--- src/rtl/load_store_unit_if.sv ---
// Request/response and data-memory signal bundle for load_store_unit.
// The slave modport is the unit itself; master is the requester/memory side.
interface load_store_unit_if #(
    parameter int n = 64
);
    logic         ReqValid;
    logic         ReqReady;
    logic         ReqWrite;
    logic [n-1:0] ReqAddr;
    logic [n-1:0] ReqData;
    logic [1:0]   ReqSize;
    logic         ReqSigned;
    logic [n-1:0] MemAddress;
    logic [n-1:0] MemWriteData;
    logic         MemoryRead;
    logic         MemoryWrite;
    logic [n-1:0] MemReadData;
    logic         RspValid;
    logic [n-1:0] RspData;
    logic         RspErr;

    modport master (
        output ReqValid, ReqWrite, ReqAddr, ReqData, ReqSize, ReqSigned, MemReadData,
        input  ReqReady, MemAddress, MemWriteData, MemoryRead, MemoryWrite,
               RspValid, RspData, RspErr
    );

    modport slave (
        input  ReqValid, ReqWrite, ReqAddr, ReqData, ReqSize, ReqSigned, MemReadData,
        output ReqReady, MemAddress, MemWriteData, MemoryRead, MemoryWrite,
               RspValid, RspData, RspErr
    );
endinterface

--- src/rtl/load_store_unit.sv ---
// Byte/half/word/doubleword load-store unit over a doubleword-wide data memory.
// Sub-doubleword stores are done as read-modify-write; all outputs are registered.
module load_store_unit #(
    parameter int n        = 64,
    parameter int READ_LAT = 1
) (
    input  logic             Clock,
    input  logic             ResetL,
    load_store_unit_if.slave bus
);
    typedef enum logic [1:0] {IDLE, RD, WR, RESP} state_t;

    localparam logic [1:0]   LAST_RD = 2'(READ_LAT - 1);
    localparam logic [n-1:0] ONES    = '1;

    state_t       state, state_nxt;
    logic [1:0]   rd_cnt;

    logic         req_write;
    logic [2:0]   req_off;
    logic [n-1:0] req_data;
    logic [1:0]   req_size;
    logic         req_signed;

    logic         accept;
    logic         misaligned;
    logic [2:0]   align_mask;
    logic         rd_done;

    logic         ready_d, mrd_d, mwr_d, rspv_d, rsperr_d;
    logic [n-1:0] maddr_d, mwdata_d, rspdata_d;
    logic [n-1:0] lanes, lane_mask, shifted, load_val, merged;

    assign accept  = (state == IDLE) && bus.ReqValid && bus.ReqReady;
    assign rd_done = (state == RD) && (rd_cnt == LAST_RD);

    always_comb begin
        case (bus.ReqSize)
            2'b00:   align_mask = 3'b000;
            2'b01:   align_mask = 3'b001;
            2'b10:   align_mask = 3'b011;
            default: align_mask = 3'b111;
        endcase
        misaligned = (bus.ReqAddr[2:0] & align_mask) != 3'b000;
    end

    // Lane arithmetic works on the registered request: only meaningful in RD.
    always_comb begin
        lanes     = ONES >> (n - (8 << req_size));
        lane_mask = lanes << {req_off, 3'b000};
        shifted   = bus.MemReadData >> {req_off, 3'b000};
        merged    = (bus.MemReadData & ~lane_mask) | ((req_data << {req_off, 3'b000}) & lane_mask);
        case (req_size)
            2'b00:   load_val = req_signed ? {{(n-8){shifted[7]}}, shifted[7:0]}
                                           : {{(n-8){1'b0}}, shifted[7:0]};
            2'b01:   load_val = req_signed ? {{(n-16){shifted[15]}}, shifted[15:0]}
                                           : {{(n-16){1'b0}}, shifted[15:0]};
            2'b10:   load_val = req_signed ? {{(n-32){shifted[31]}}, shifted[31:0]}
                                           : {{(n-32){1'b0}}, shifted[31:0]};
            default: load_val = shifted;
        endcase
    end

    always_ff @(posedge Clock) begin
        if (!ResetL) begin
            state            <= IDLE;
            rd_cnt           <= '0;
            bus.ReqReady     <= 1'b0;
            bus.MemoryRead   <= 1'b0;
            bus.MemoryWrite  <= 1'b0;
            bus.RspValid     <= 1'b0;
            bus.RspErr       <= 1'b0;
            bus.MemAddress   <= '0;
            bus.MemWriteData <= '0;
            bus.RspData      <= '0;
        end else begin
            state            <= state_nxt;
            rd_cnt           <= (state == RD) ? rd_cnt + 2'd1 : '0;
            bus.ReqReady     <= ready_d;
            bus.MemoryRead   <= mrd_d;
            bus.MemoryWrite  <= mwr_d;
            bus.RspValid     <= rspv_d;
            bus.RspErr       <= rsperr_d;
            bus.MemAddress   <= maddr_d;
            bus.MemWriteData <= mwdata_d;
            bus.RspData      <= rspdata_d;
            if (accept) begin
                req_write  <= bus.ReqWrite;
                req_off    <= bus.ReqAddr[2:0];
                req_data   <= bus.ReqData;
                req_size   <= bus.ReqSize;
                req_signed <= bus.ReqSigned;
            end
        end
    end

    always_comb begin
        state_nxt = state;
        case (state)
            IDLE: begin
                if (accept) begin
                    if (misaligned)
                        state_nxt = RESP;
                    else if (bus.ReqWrite && bus.ReqSize == 2'b11)
                        state_nxt = WR;
                    else
                        state_nxt = RD;
                end
            end
            RD:   if (rd_cnt == LAST_RD) state_nxt = req_write ? WR : RESP;
            WR:   state_nxt = RESP;
            RESP: state_nxt = IDLE;
        endcase
    end

    // Registered outputs are computed from the next state, so the strobes line up with it.
    always_comb begin
        ready_d   = (state_nxt == IDLE);
        mrd_d     = (state_nxt == RD);
        mwr_d     = (state_nxt == WR);
        rspv_d    = (state_nxt == RESP);
        rsperr_d  = 1'b0;
        rspdata_d = '0;
        maddr_d   = bus.MemAddress;
        mwdata_d  = bus.MemWriteData;
        if (accept) begin
            maddr_d  = bus.ReqAddr >> 3;
            rsperr_d = misaligned;
            if (bus.ReqWrite) mwdata_d = bus.ReqData;
        end
        if (rd_done) begin
            if (req_write) mwdata_d  = merged;
            else           rspdata_d = load_val;
        end
    end
endmodule

--- src/flat_wrapper.sv ---
// flat-port wrapper written by rule: the top's interface ports become plain ports
module load_store_unit_flat 
#(
    parameter int n        = 64,
    parameter int READ_LAT = 1
)
  (Clock, ResetL, bus_ReqValid, bus_ReqWrite, bus_ReqAddr, bus_ReqData, bus_ReqSize, bus_ReqSigned, bus_MemReadData, bus_ReqReady, bus_MemAddress, bus_MemWriteData, bus_MemoryRead, bus_MemoryWrite, bus_RspValid, bus_RspData, bus_RspErr);
  load_store_unit_if #(.n(n)) bus_i ();
  input  logic Clock;
  input  logic ResetL;
  input wire logic [$bits(bus_i.ReqValid)-1:0] bus_ReqValid;
  input wire logic [$bits(bus_i.ReqWrite)-1:0] bus_ReqWrite;
  input wire logic [$bits(bus_i.ReqAddr)-1:0] bus_ReqAddr;
  input wire logic [$bits(bus_i.ReqData)-1:0] bus_ReqData;
  input wire logic [$bits(bus_i.ReqSize)-1:0] bus_ReqSize;
  input wire logic [$bits(bus_i.ReqSigned)-1:0] bus_ReqSigned;
  input wire logic [$bits(bus_i.MemReadData)-1:0] bus_MemReadData;
  output wire logic [$bits(bus_i.ReqReady)-1:0] bus_ReqReady;
  output wire logic [$bits(bus_i.MemAddress)-1:0] bus_MemAddress;
  output wire logic [$bits(bus_i.MemWriteData)-1:0] bus_MemWriteData;
  output wire logic [$bits(bus_i.MemoryRead)-1:0] bus_MemoryRead;
  output wire logic [$bits(bus_i.MemoryWrite)-1:0] bus_MemoryWrite;
  output wire logic [$bits(bus_i.RspValid)-1:0] bus_RspValid;
  output wire logic [$bits(bus_i.RspData)-1:0] bus_RspData;
  output wire logic [$bits(bus_i.RspErr)-1:0] bus_RspErr;
  assign bus_i.ReqValid = bus_ReqValid;
  assign bus_i.ReqWrite = bus_ReqWrite;
  assign bus_i.ReqAddr = bus_ReqAddr;
  assign bus_i.ReqData = bus_ReqData;
  assign bus_i.ReqSize = bus_ReqSize;
  assign bus_i.ReqSigned = bus_ReqSigned;
  assign bus_i.MemReadData = bus_MemReadData;
  assign bus_ReqReady = bus_i.ReqReady;
  assign bus_MemAddress = bus_i.MemAddress;
  assign bus_MemWriteData = bus_i.MemWriteData;
  assign bus_MemoryRead = bus_i.MemoryRead;
  assign bus_MemoryWrite = bus_i.MemoryWrite;
  assign bus_RspValid = bus_i.RspValid;
  assign bus_RspData = bus_i.RspData;
  assign bus_RspErr = bus_i.RspErr;
  load_store_unit #(.n(n), .READ_LAT(READ_LAT)) u_core (.Clock(Clock), .ResetL(ResetL), .bus(bus_i));
endmodule
--- config.mk ---
export PLATFORM = sky130hd
export DESIGN_NAME = load_store_unit_flat
export DESIGN_NICKNAME = d
export VERILOG_FILES = /design/src/rtl/load_store_unit_if.sv /design/src/rtl/load_store_unit.sv /design/src/flat_wrapper.sv
export SDC_FILE = /design/constraint.sdc
export NUM_CORES = 1
export LEC_CHECK = 0
export CORE_MARGIN = 2
export CORE_UTILIZATION = 44
export DETAILED_ROUTE_END_ITERATION = 10
export PLACE_DENSITY = 0.78
export SLEW_MARGIN = 20
export SYNTH_ARGS = -nofsm -noshare
export SYNTH_HDL_FRONTEND = slang
export SYNTH_SLANG_ARGS = --single-unit
--- constraint.sdc ---
create_clock -name Clock -period 3.3 [get_ports Clock]
set_input_delay 0.66 -clock Clock [delete_from_list [all_inputs] [get_ports Clock]]
set_output_delay 0.66 -clock Clock [all_outputs]
set_load 0.005 [all_outputs]
==> reports/metrics.yaml, run 1 <==
ys.flop_type: "dfxtp_1"
insertion_delay_ns: 0.58
cp_slowest_cell: "edfxtp_1"
gp_congestion: 0.9691
hold_depth: 2
die_area_sq_mm: 0.03273
nets: 1982
postSynthCellCount: 1438
status: "finished clean"
ys_seq_area_frac: 0.4427
holdWs_ns: 0.4389
first_pass_iters: 6
crit_family: "buffers and inverters"
hold_violations: 0
p_per_area_mw_per_mm2: 544.2
start_util: 0.4490
vias_per_cell: 5.864
die_w_um: 180.9
ys_top_cells_by_count: "nand2_1, dfxtp_1, mux2i_1"
synth_top_area_share: 0.2878
synth_cell_types: 58
r2r-start: "u_core.req_off[1]$_DFFE_PP_"
dr_total_vias: 12910
htreeDepth: 1
tns_ns: 0
leakage_uw: 0.007104
critical_path_class: "reg2reg"
port_buffers: 392
grt_util_all_layers: 0.3033
path_max_fanout: 68
ctsResizeCount: 0
drive_gt1_frac: 0.1215
tightest_slew_ns: 0.7487
std_cell_rows: 64
min_path_type: "in2reg"
path_cells: "buf_12 > buf_4 > mux2i_1 > mux2i_1 > a22o_1 > a221oi_1 > nor2_1"
die_y_um: 180.9
grt_overflow: 0
vdd_drop_max_uv: 414.8
async_reset_ff_frac: 0
yosys.area.top_type: "dfxtp_1"
synth.avg_cell_area_sq_um: 9.576
post_cts_buffers: 0
clock-root-buffer: "clkbuf_16"
synth_edf_count: 71
skew_ns: 0.01171
crit_required_ns: 3.75
worstRegToRegCells: 7
core_sq_mm: 0.03067
synth_area_leaders: "dfxtp_1, edfxtp_1, nand2_1"
cp-end-kind: "register"
cts.sinks: 269
area_growth_pct: 38.02
drt-initial-drc-count: 1524
cts_tree: "yes"
grt_pass1_vias: 12400
min_period_ns: 2.915
cap_violations: 0
num_io_pins: 396
slew_viol_final: 0
drc: 0
cp-endpoint: "u_core.bus.MemWriteData[59]$_SDFF_PN0_"
yosysWarnings: 0
clkTransAtPathRegs_ns: 0.06
ant_nets: 0
regToRegSetupSlack_ns: 0.39
rsz0062_at_grt: "no"
grt_max_degree: 71
critPathMaxStageDelay_ns: 0.76
cp-start-kind: "register"
postCtsHoldBufs: 0
arrival_ns: 3.36
crit_top_cell: "mux2i_1"
grt_pass1_wl_um: 76320
numCtsBuffers: 29
dp.final_hpwl_um: 38760
crit_buf_inv: 2
finalSetupViolations: 0
max_freq_mhz: 343.1
crit_cells: 7
critPathLaunch: "u_core.req_off[1]$_DFFE_PP_"
synth-seq-cells: 269
layout_worst_path_cycle_share: 0.8832
synth_most_common_cell: "nand2_1"
drt-total-wl_um: 51800
synth_area_sq_mm: 0.01377
relSlewSlack: 0.4970
rr_endpoint: "u_core.bus.MemWriteData[59]$_SDFF_PN0_"
wl_per_cell_um: 23.53
antenna_found_initial: 4
cts_buffer_depth: 3
==> where the power goes <==
part           switching (uW)  internal (uW)
sequential                315           3830
clock                    1380           1770
combinational            1510           1550
total                    3210           7140
==> final cells by class <==
cell class                 instances  area [sq um]
clock buffer                      43         798.3
antenna                            2         5.005
multi-input combinational       1036          7107
clock inverter                     9         101.3
fill                            2546         11660
timing repair buffer             437          4369
sequential                       269          6096
tap                              396         495.5
inverter                           9         33.78
==> logic make-up (layout without fill, tap and decap cells) <==
family / Yosys count / in the layout / share of synthesized area
AO/OA/AOI/OAI: 319 / 319 / 0.1608
adder cells (fa/ha/maj): 1 / 1 / 0.0009085
buffers and inverters: 135 / 498 / 0.04388
flip-flops: 269 / 269 / 0.4427
multiplexers: 202 / 202 / 0.1870
other: 1 / 5 / 0.0002723
AND/OR/NAND/NOR: 511 / 511 / 0.1645
==> cell usage in the layout (no fill, tap or decap), types with 31 or more instances in the layout <==
| master | netlist | routed |
|---|---|---|
| clkdlybuf4s50_1 | 0 | 391 |
| mux2_2 | 50 | 50 |
| a21boi_0 | 62 | 62 |
| nand3_1 | 47 | 45 |
| o21ai_0 | 59 | 59 |
| edfxtp_1 | 71 | 71 |
| and3_1 | 45 | 44 |
| a21oi_2 | 31 | 31 |
| buf_4 | 7 | 36 |
| mux4_2 | 39 | 39 |
| nand2_1 | 305 | 305 |
| nor2_1 | 54 | 54 |
| mux2i_1 | 111 | 111 |
| a21oi_1 | 57 | 57 |
| dfxtp_1 | 198 | 198 |
==> worst reg2reg max path, cell delays in order, from the launching register on <==
cell and delay (ns):
edfxtp_1 0.76, buf_12 0.41, buf_4 0.39, mux2i_1 0.35, mux2i_1 0.19, a22o_1 0.25
a221oi_1 0.34, nor2_1 0.08
==> how the worst min path moves through the flow <==
| stage | endpoint | slack (ns) | from |
|---|---|---|---|
| 6_report | u_core.rd_cnt[1]$_SDFF_PN0_ | 0.44 | ResetL |
| 5_1_grt | u_core.rd_cnt[1]$_SDFF_PN0_ | 0.42 | ResetL |
| 4_1_cts | u_core.rd_cnt[1]$_SDFF_PN0_ | 0.42 | ResetL |
| 3_5_place_dp | u_core.bus.MemAddress[13]$_SDFFE_PN0N_ | 0.46 | u_core.bus.MemAddress[13]$_SDFFE_PN0N_ |
| 3_3_place_gp | u_core.bus.MemAddress[58]$_SDFFE_PN0N_ | 0.45 | u_core.bus.MemAddress[58]$_SDFFE_PN0N_ |
| 2_1_floorplan | u_core.bus.MemAddress[58]$_SDFFE_PN0N_ | 0.46 | u_core.bus.MemAddress[58]$_SDFFE_PN0N_ |
==> metrics by stage <==
step	cell area [sq um]	instances	util	setup WS, ns	total power [uW]
2_1_floorplan	13780	1440	-	0.6844	5619
3_3_place_gp	18100	2147	0.5902	0.3304	7147
3_5_place_dp	18100	2147	0.5902	0.2663	7200
4_1_cts	19000	2199	0.6195	0.3925	10330
5_1_grt	19000	2200	0.6196	0.2396	10750
6_report	19010	2201	0.6197	0.3854	10340
==> metal layers <==
metal / routed length (um) / share of wire / GRT usage / up-vias
met5: 26 / 0.00050 / 0 / -
met4: 2514 / 0.049 / 0.1319 / 4
met3: 5878 / 0.11 / 0.08970 / 147
met2: 23480 / 0.45 / 0.4777 / 803
met1: 19890 / 0.38 / 0.3868 / 6108
li1: - / - / - / 5844
==> flip-flops by register name, indices dropped and copies added, names as in the netlist <==
register,count
u_core.bus.MemWriteData,64
u_core.bus.RspData,64
u_core.req_data,64
u_core.bus.MemAddress,61
u_core.req_off,3
u_core.rd_cnt,2
u_core.req_size,2
u_core.state,2
u_core.bus.MemoryRead,1
u_core.bus.MemoryWrite,1
u_core.bus.ReqReady,1
u_core.bus.RspErr,1
u_core.bus.RspValid,1
u_core.req_signed,1
u_core.req_write,1
(Power assumes the default switching activity.)
==> run 2, diff against run 1 <==
--- a/config.mk
+++ b/config.mk
@@ -5,11 +5,14 @@
 export SDC_FILE = /design/constraint.sdc
 export NUM_CORES = 1
 export LEC_CHECK = 0
+export CELL_PAD_IN_SITES_DETAIL_PLACEMENT = 1
+export CELL_PAD_IN_SITES_GLOBAL_PLACEMENT = 2
 export CORE_MARGIN = 2
-export CORE_UTILIZATION = 44
+export CORE_UTILIZATION = 26
 export DETAILED_ROUTE_END_ITERATION = 10
-export PLACE_DENSITY = 0.78
+export PLACE_DENSITY_LB_ADDON = 0.1
 export SLEW_MARGIN = 20
 export SYNTH_ARGS = -nofsm -noshare
 export SYNTH_HDL_FRONTEND = slang
 export SYNTH_SLANG_ARGS = --single-unit
+export TNS_END_PERCENT = 5
==> reports/metrics.yaml, run 2 (synthesized netlist as in run 1, its figures left out) <==
status: "finished clean"  # unchanged
max_freq_mhz: 371.9  # was 343.1 MHz
finalInstanceArea_sq_mm: 0.01981  # was 0.01901 sq mm
num_io_pins: 396  # unchanged
drt-total-wl_um: 66450  # was 51800 um
relSlewSlack: 0.5178  # was 0.4970
vias_per_cell: 5.050  # was 5.864
antenna_found_initial: 14  # was 4
port_buffers: 392  # unchanged
std_cell_rows: 84  # was 64
hold_violations: 0  # unchanged
hold_depth: 2  # unchanged
final_util: 0.3778  # was 0.6197
clock-root-buffer: "clkbuf_16"  # unchanged
placed_area_sq_mm: 0.01867  # was 0.01810 sq mm
critPathMaxStageDelay_ns: 0.76  # about the same
p_per_area_mw_per_mm2: 565.9  # was 544.2 mW/mm^2
min_path_type: "reg2reg"  # was in2reg
cts_buffer_depth: 3  # unchanged
drive_gt1_frac: 0.1345  # was 0.1215
layout_worst_path_cycle_share: 0.8149  # was 0.8832
numCtsBuffers: 35  # was 29
nets: 2005  # was 1982
leakage_uw: 0.007334  # was 0.007104 uW
clkTransAtPathRegs_ns: 0.06  # about the same
ctsResizeCount: 0  # unchanged
dp.cells: 2456  # was 2147
die_w_um: 234.1  # was 180.9 um
area_growth_pct: 43.89  # was 38.02%
ant_nets: 0  # unchanged
critical_path_class: "reg2reg"  # unchanged
tightest_slew_ns: 0.7233  # was 0.7487 ns
vdd_drop_max_uv: 278.6  # was 414.8 uV
wl_per_cell_um: 26.40  # was 23.53 um
slew_viol_final: 0  # unchanged
htreeDepth: 2  # was 1
grt_pass1_wl_um: 93740  # was 76320 um
grt_overflow: 0  # unchanged
grt_util_all_layers: 0.2376  # was 0.3033
top_regs: "u_core.bus.MemWriteData: 64 flops, u_core.bus.RspData: 64 flops, u_core.req_data: 64 flops"  # unchanged
insertion_delay_ns: 0.55  # was 0.58 ns
final_cell_mix: "clkdlybuf4s50_1, nand2_1, dfxtp_1, mux2i_1, edfxtp_1"  # unchanged
finalSetupViolations: 0  # unchanged
cts_tree: "yes"  # unchanged
first_pass_iters: 4  # was 6
layout_commonest_cell: "clkdlybuf4s50_1"  # unchanged
cp_slowest_cell: "edfxtp_1"  # unchanged
drc: 0  # unchanged
skew_ns: 0.01428  # was 0.01171 ns
cts.sinks: 269  # unchanged
cap_violations: 0  # unchanged
rsz0062_at_grt: "no"  # unchanged
cp-start-kind: "register"  # unchanged
die_y_um: 234.1  # was 180.9 um
path_cells: "mux2_2 > mux4_2 > and3_1 > nor3_4 > buf_12 > a21oi_1"  # was buf_12 > buf_4 > mux2i_1 > mux2i_1 > a22o_1 > a221oi_1 > nor2_1
post_cts_buffers: 0  # unchanged
diodes: 0  # was 2
die_area_sq_mm: 0.05482  # was 0.03273 sq mm
min_period_ns: 2.689  # was 2.915 ns
postCtsHoldBufs: 0  # unchanged
gp_congestion: 0.8615  # was 0.9691
regToRegSetupSlack_ns: 0.61  # was 0.39 ns
drt-initial-drc-count: 784  # was 1524
arrival_ns: 3.11  # was 3.36 ns
nFillCells: 5837  # was 2546
crit_required_ns: 3.72  # was 3.75 ns
start_util: 0.2626  # was 0.4490
core_sq_mm: 0.05245  # was 0.03067 sq mm
tns_ns: 0  # unchanged
grt_pass1_vias: 12980  # was 12.40k
dr_total_vias: 12710  # was 12.91k
dp.final_hpwl_um: 50660  # was 38760 um
instances_no_fill: 2517  # was 2201
power_uw: 11210  # was 10340 uW
path_max_fanout: 32  # was 68
grt_max_degree: 65  # was 71
worstRegToRegCells: 6  # was 7
cp-end-kind: "register"  # unchanged
[run 2: changes by cell type in the layout (fill, tap and decap cells not counted), sizes merged]
cell	before	now
buf	46	63
clkbuf	43	55
inv	13	10
diode	2	0
clkinv	3	4
clkinvlp	1	0
[run 2: power breakdown]
part           leakage, uW  switching (uW)  internal [uW]
Sequential         0.00225             310           3830
Combinational      0.00452            1640           1580
Clock             0.000560            1540           2310
Total              0.00733            3490           7720
[run 2: final timing paths]
path	start	to
worst min-delay path	u_core.bus.MemAddress[57]$_SDFFE_PN0N_	u_core.bus.MemAddress[57]$_SDFFE_PN0N_
worst max-delay path	u_core.req_off[1]$_DFFE_PP_	u_core.bus.RspData[60]$_SDFF_PP0_
worst max register to register	u_core.req_off[1]$_DFFE_PP_	u_core.bus.RspData[60]$_SDFF_PP0_
worst min register to register	u_core.bus.MemAddress[57]$_SDFFE_PN0N_	u_core.bus.MemAddress[57]$_SDFFE_PN0N_
[run 2: cell type report]
| class | count | area, sq um | area share |
|---|---|---|---|
| well taps | 688 | 860.8 | 0.04345 |
| multi-input cells | 1036 | 7107 | 0.3587 |
| clock buffers | 55 | 1074 | 0.05418 |
| flip-flops and latches | 269 | 6096 | 0.3077 |
| inverters | 9 | 33.78 | 0.001705 |
| repair buffers | 454 | 4574 | 0.2309 |
| clock inverters | 6 | 68.82 | 0.003473 |
[run 2: worst max-delay path: cells and delay by family, from the launching register on]
family / cells / cell delay, ns
compound gates: 1 / 0.11
buf+inv: 1 / 0.26
mux: 2 / 0.95
simple gates: 2 / 0.47
flops: 1 / 0.76
[run 2: metrics by stage]
step,hold WS (ns),setup slack [ns]
2_1_floorplan,0.4600,0.6844
3_3_place_gp,0.4498,0.2634
3_5_place_dp,0.4601,0.1966
4_1_cts,0.4670,0.5993
5_1_grt,0.4913,0.4692
6_report,0.4666,0.6108
[run 2: routing by layer]
metal,global-route usage,share of wire,wire (um)
met5,0,0.0019,129
met3,0.07575,0.086,5686
met1,0.3149,0.43,28860
met2,0.3648,0.45,29750
met4,0.07892,0.030,2025
==> run 3, diff against run 2 <==
--- a/config.mk
+++ b/config.mk
@@ -8,7 +8,7 @@
 export CELL_PAD_IN_SITES_DETAIL_PLACEMENT = 1
 export CELL_PAD_IN_SITES_GLOBAL_PLACEMENT = 2
 export CORE_MARGIN = 2
-export CORE_UTILIZATION = 26
+export CORE_UTILIZATION = 29
 export DETAILED_ROUTE_END_ITERATION = 10
 export PLACE_DENSITY_LB_ADDON = 0.1
 export SLEW_MARGIN = 20
==> constraint.sdc (replaced) <==
create_clock -name Clock -period 2.5 [get_ports Clock]
set_input_delay 0.5 -clock Clock [delete_from_list [all_inputs] [get_ports Clock]]
set_output_delay 0.5 -clock Clock [all_outputs]
set_load 0.005 [all_outputs]
==> reports/metrics.yaml, run 3 (synthesized netlist as in run 1, its figures left out) <==
drive_gt1_frac: 0.1621  # was 0.1345
status: "finished clean"  # unchanged
min_path_type: "in2reg"  # was reg2reg
layout_setup_ws_ns: 0.2038  # was 0.6108 ns
grt_pass1_wl_um: 94030  # was 93740 um
wl_per_cell_um: 25.93  # was 26.40 um
max_freq_mhz: 435.5  # was 371.9 MHz
final_cell_mix: "clkdlybuf4s50_1, nand2_1, dfxtp_1, mux2i_1, buf_4"  # was clkdlybuf4s50_1, nand2_1, dfxtp_1, mux2i_1, edfxtp_1
insertion_delay_ns: 0.55  # about the same
skew_ns: 0.02009  # was 0.01428 ns
finalSetupViolations: 0  # unchanged
multiInputGateArea_sq_mm: 0.007112  # was 0.007107 sq mm
htreeDepth: 2  # unchanged
tightest_slew_ns: 0.9377  # was 0.7233 ns
nets: 2064  # was 2005
critical_path_class: "reg2reg"  # unchanged
nFillCells: 5253  # was 5837
leakage_uw: 0.007627  # was 0.007334 uW
drt-total-wl_um: 64730  # was 66450 um
grt_util_all_layers: 0.2569  # was 0.2376
first_pass_iters: 5  # was 4
area_growth_pct: 46.68  # was 43.89%
ctsResizeCount: 0  # unchanged
cp-end-kind: "register"  # unchanged
dr_total_vias: 13150  # was 12.71k
cts.sinks: 269  # unchanged
hold_violations: 0  # unchanged
seqCellArea_sq_mm: 0.006096  # unchanged
dp.final_hpwl_um: 49670  # was 50660 um
clkTransAtPathRegs_ns: 0.06  # about the same
dp.cells: 2432  # was 2456
core_sq_mm: 0.04675  # was 0.05245 sq mm
relSlewSlack: 0.3700  # was 0.5178
drc: 0  # unchanged
p_per_area_mw_per_mm2: 732.0  # was 565.9 mW/mm^2
cap_violations: 0  # unchanged
numCtsBuffers: 34  # was 35
top_regs: "u_core.bus.MemWriteData: 64 flops, u_core.bus.RspData: 64 flops, u_core.req_data: 64 flops"  # unchanged
num_io_pins: 396  # unchanged
dp_slack_ns: -0.3231  # was 0.1966 ns
cp-start-kind: "register"  # unchanged
rsz0062_at_grt: "no"  # unchanged
cts_buffer_depth: 3  # unchanged
cts_tree: "yes"  # unchanged
ant_nets: 0  # unchanged
layout_commonest_cell: "clkdlybuf4s50_1"  # unchanged
die_w_um: 221.9  # was 234.1 um
arrival_ns: 2.71  # was 3.11 ns
die_y_um: 221.9  # was 234.1 um
grt_overflow: 0  # unchanged
vias_per_cell: 5.266  # was 5.050
vdd_drop_max_uv: 388.1  # was 278.6 uV
drt-initial-drc-count: 984  # was 784
postCtsHoldBufs: 0  # unchanged
crit_required_ns: 2.91  # was 3.72 ns
layout_worst_path_cycle_share: 0.9185  # was 0.8149
slew_viol_final: 0  # unchanged
clock-root-buffer: "clkbuf_16"  # unchanged
antenna_found_initial: 2  # was 14
port_buffers: 392  # unchanged
grt_pass1_vias: 13580  # was 12.98k
path_max_fanout: 33  # was 32
gp_congestion: 0.8895  # was 0.8615
die_area_sq_mm: 0.04924  # was 0.05482 sq mm
start_util: 0.2945  # was 0.2626
instances_no_fill: 2496  # was 2517
grt_max_degree: 105  # was 65
min_period_ns: 2.296  # was 2.689 ns
std_cell_rows: 79  # was 84
run 3: cell count changes in the layout (fill, tap and decap cells not counted), sizes merged:
cell      delta
inv          +1
buf         +60
bufinv       +1
diode        +1
clkinvlp     +1
clkinv       +3
clkbuf       -7
run 3: worst paths after layout:
kind | startpoint | endpoint | slack, ns | cells after the start
setup / recovery | u_core.req_off[1]$_DFFE_PP_ | u_core.bus.MemWriteData[59]$_SDFF_PN0_ | 0.20 | 8
hold / removal | ResetL | u_core.bus.MemWriteData[60]$_SDFF_PN0_ | 0.40 | 3
setup reg to reg | u_core.req_off[1]$_DFFE_PP_ | u_core.bus.MemWriteData[59]$_SDFF_PN0_ | 0.20 | 8
hold reg to reg | u_core.bus.MemAddress[23]$_SDFFE_PN0N_ | u_core.bus.MemAddress[23]$_SDFFE_PN0N_ | 0.46 | 2
run 3: report_power, final:
group | total, uW | switching [uW] | leakage, uW | internal [uW]
Clock | 4920 | 2020 | 0.000531 | 2900
Combinational | 4410 | 2190 | 0.00485 | 2220
Sequential | 5460 | 406 | 0.00225 | 5050
Total | 14800 | 4610 | 0.00763 | 10200
run 3: cell type report:
type | instances | area share
timing repair buffer | 514 | 0.2531
clock inverter | 12 | 0.005885
sequential | 269 | 0.3018
clock buffer | 48 | 0.04776
inverter | 9 | 0.001672
tap | 607 | 0.03760
multi-input combinational | 1036 | 0.3521
antenna | 1 | 0.0001239
run 3: through the flow:
step	power, uW	hold WS, ns	util	setup TNS [ns]	area, sq um
after global placement	9864	0.4494	0.4083	-13.25	19090
final	14790	0.3993	0.4320	0	20200
after CTS	14910	0.3754	0.4315	0	20170
after floorplan	7418	0.4600	-	0	13780
after global routing	15460	0.3979	0.4320	0	20200
after detailed placement	9928	0.4589	0.4083	-15.97	19090
run 3: critical path, cell delays in order, from the launching register on:
cell and delay [ns]:
edfxtp_1 0.34, buf_4 0.14, buf_12 0.22, buf_4 0.26
mux2i_1 0.27, mux2i_1 0.15, a22o_1 0.26, a221oi_1 0.41
nor2_1 0.10
run 3: what timing repair did:
action	in CTS	in global routing
setup buffers	0	3
endpoints found under the hold margin	0	0
setup endpoints to repair	0	3
run 3: metal layers:
layer	routed length, um	global-route usage
met1	29480	0.3570
met2	28730	0.3985
met3	4492	0.05023
met4	2012	0.08740
met5	13	0
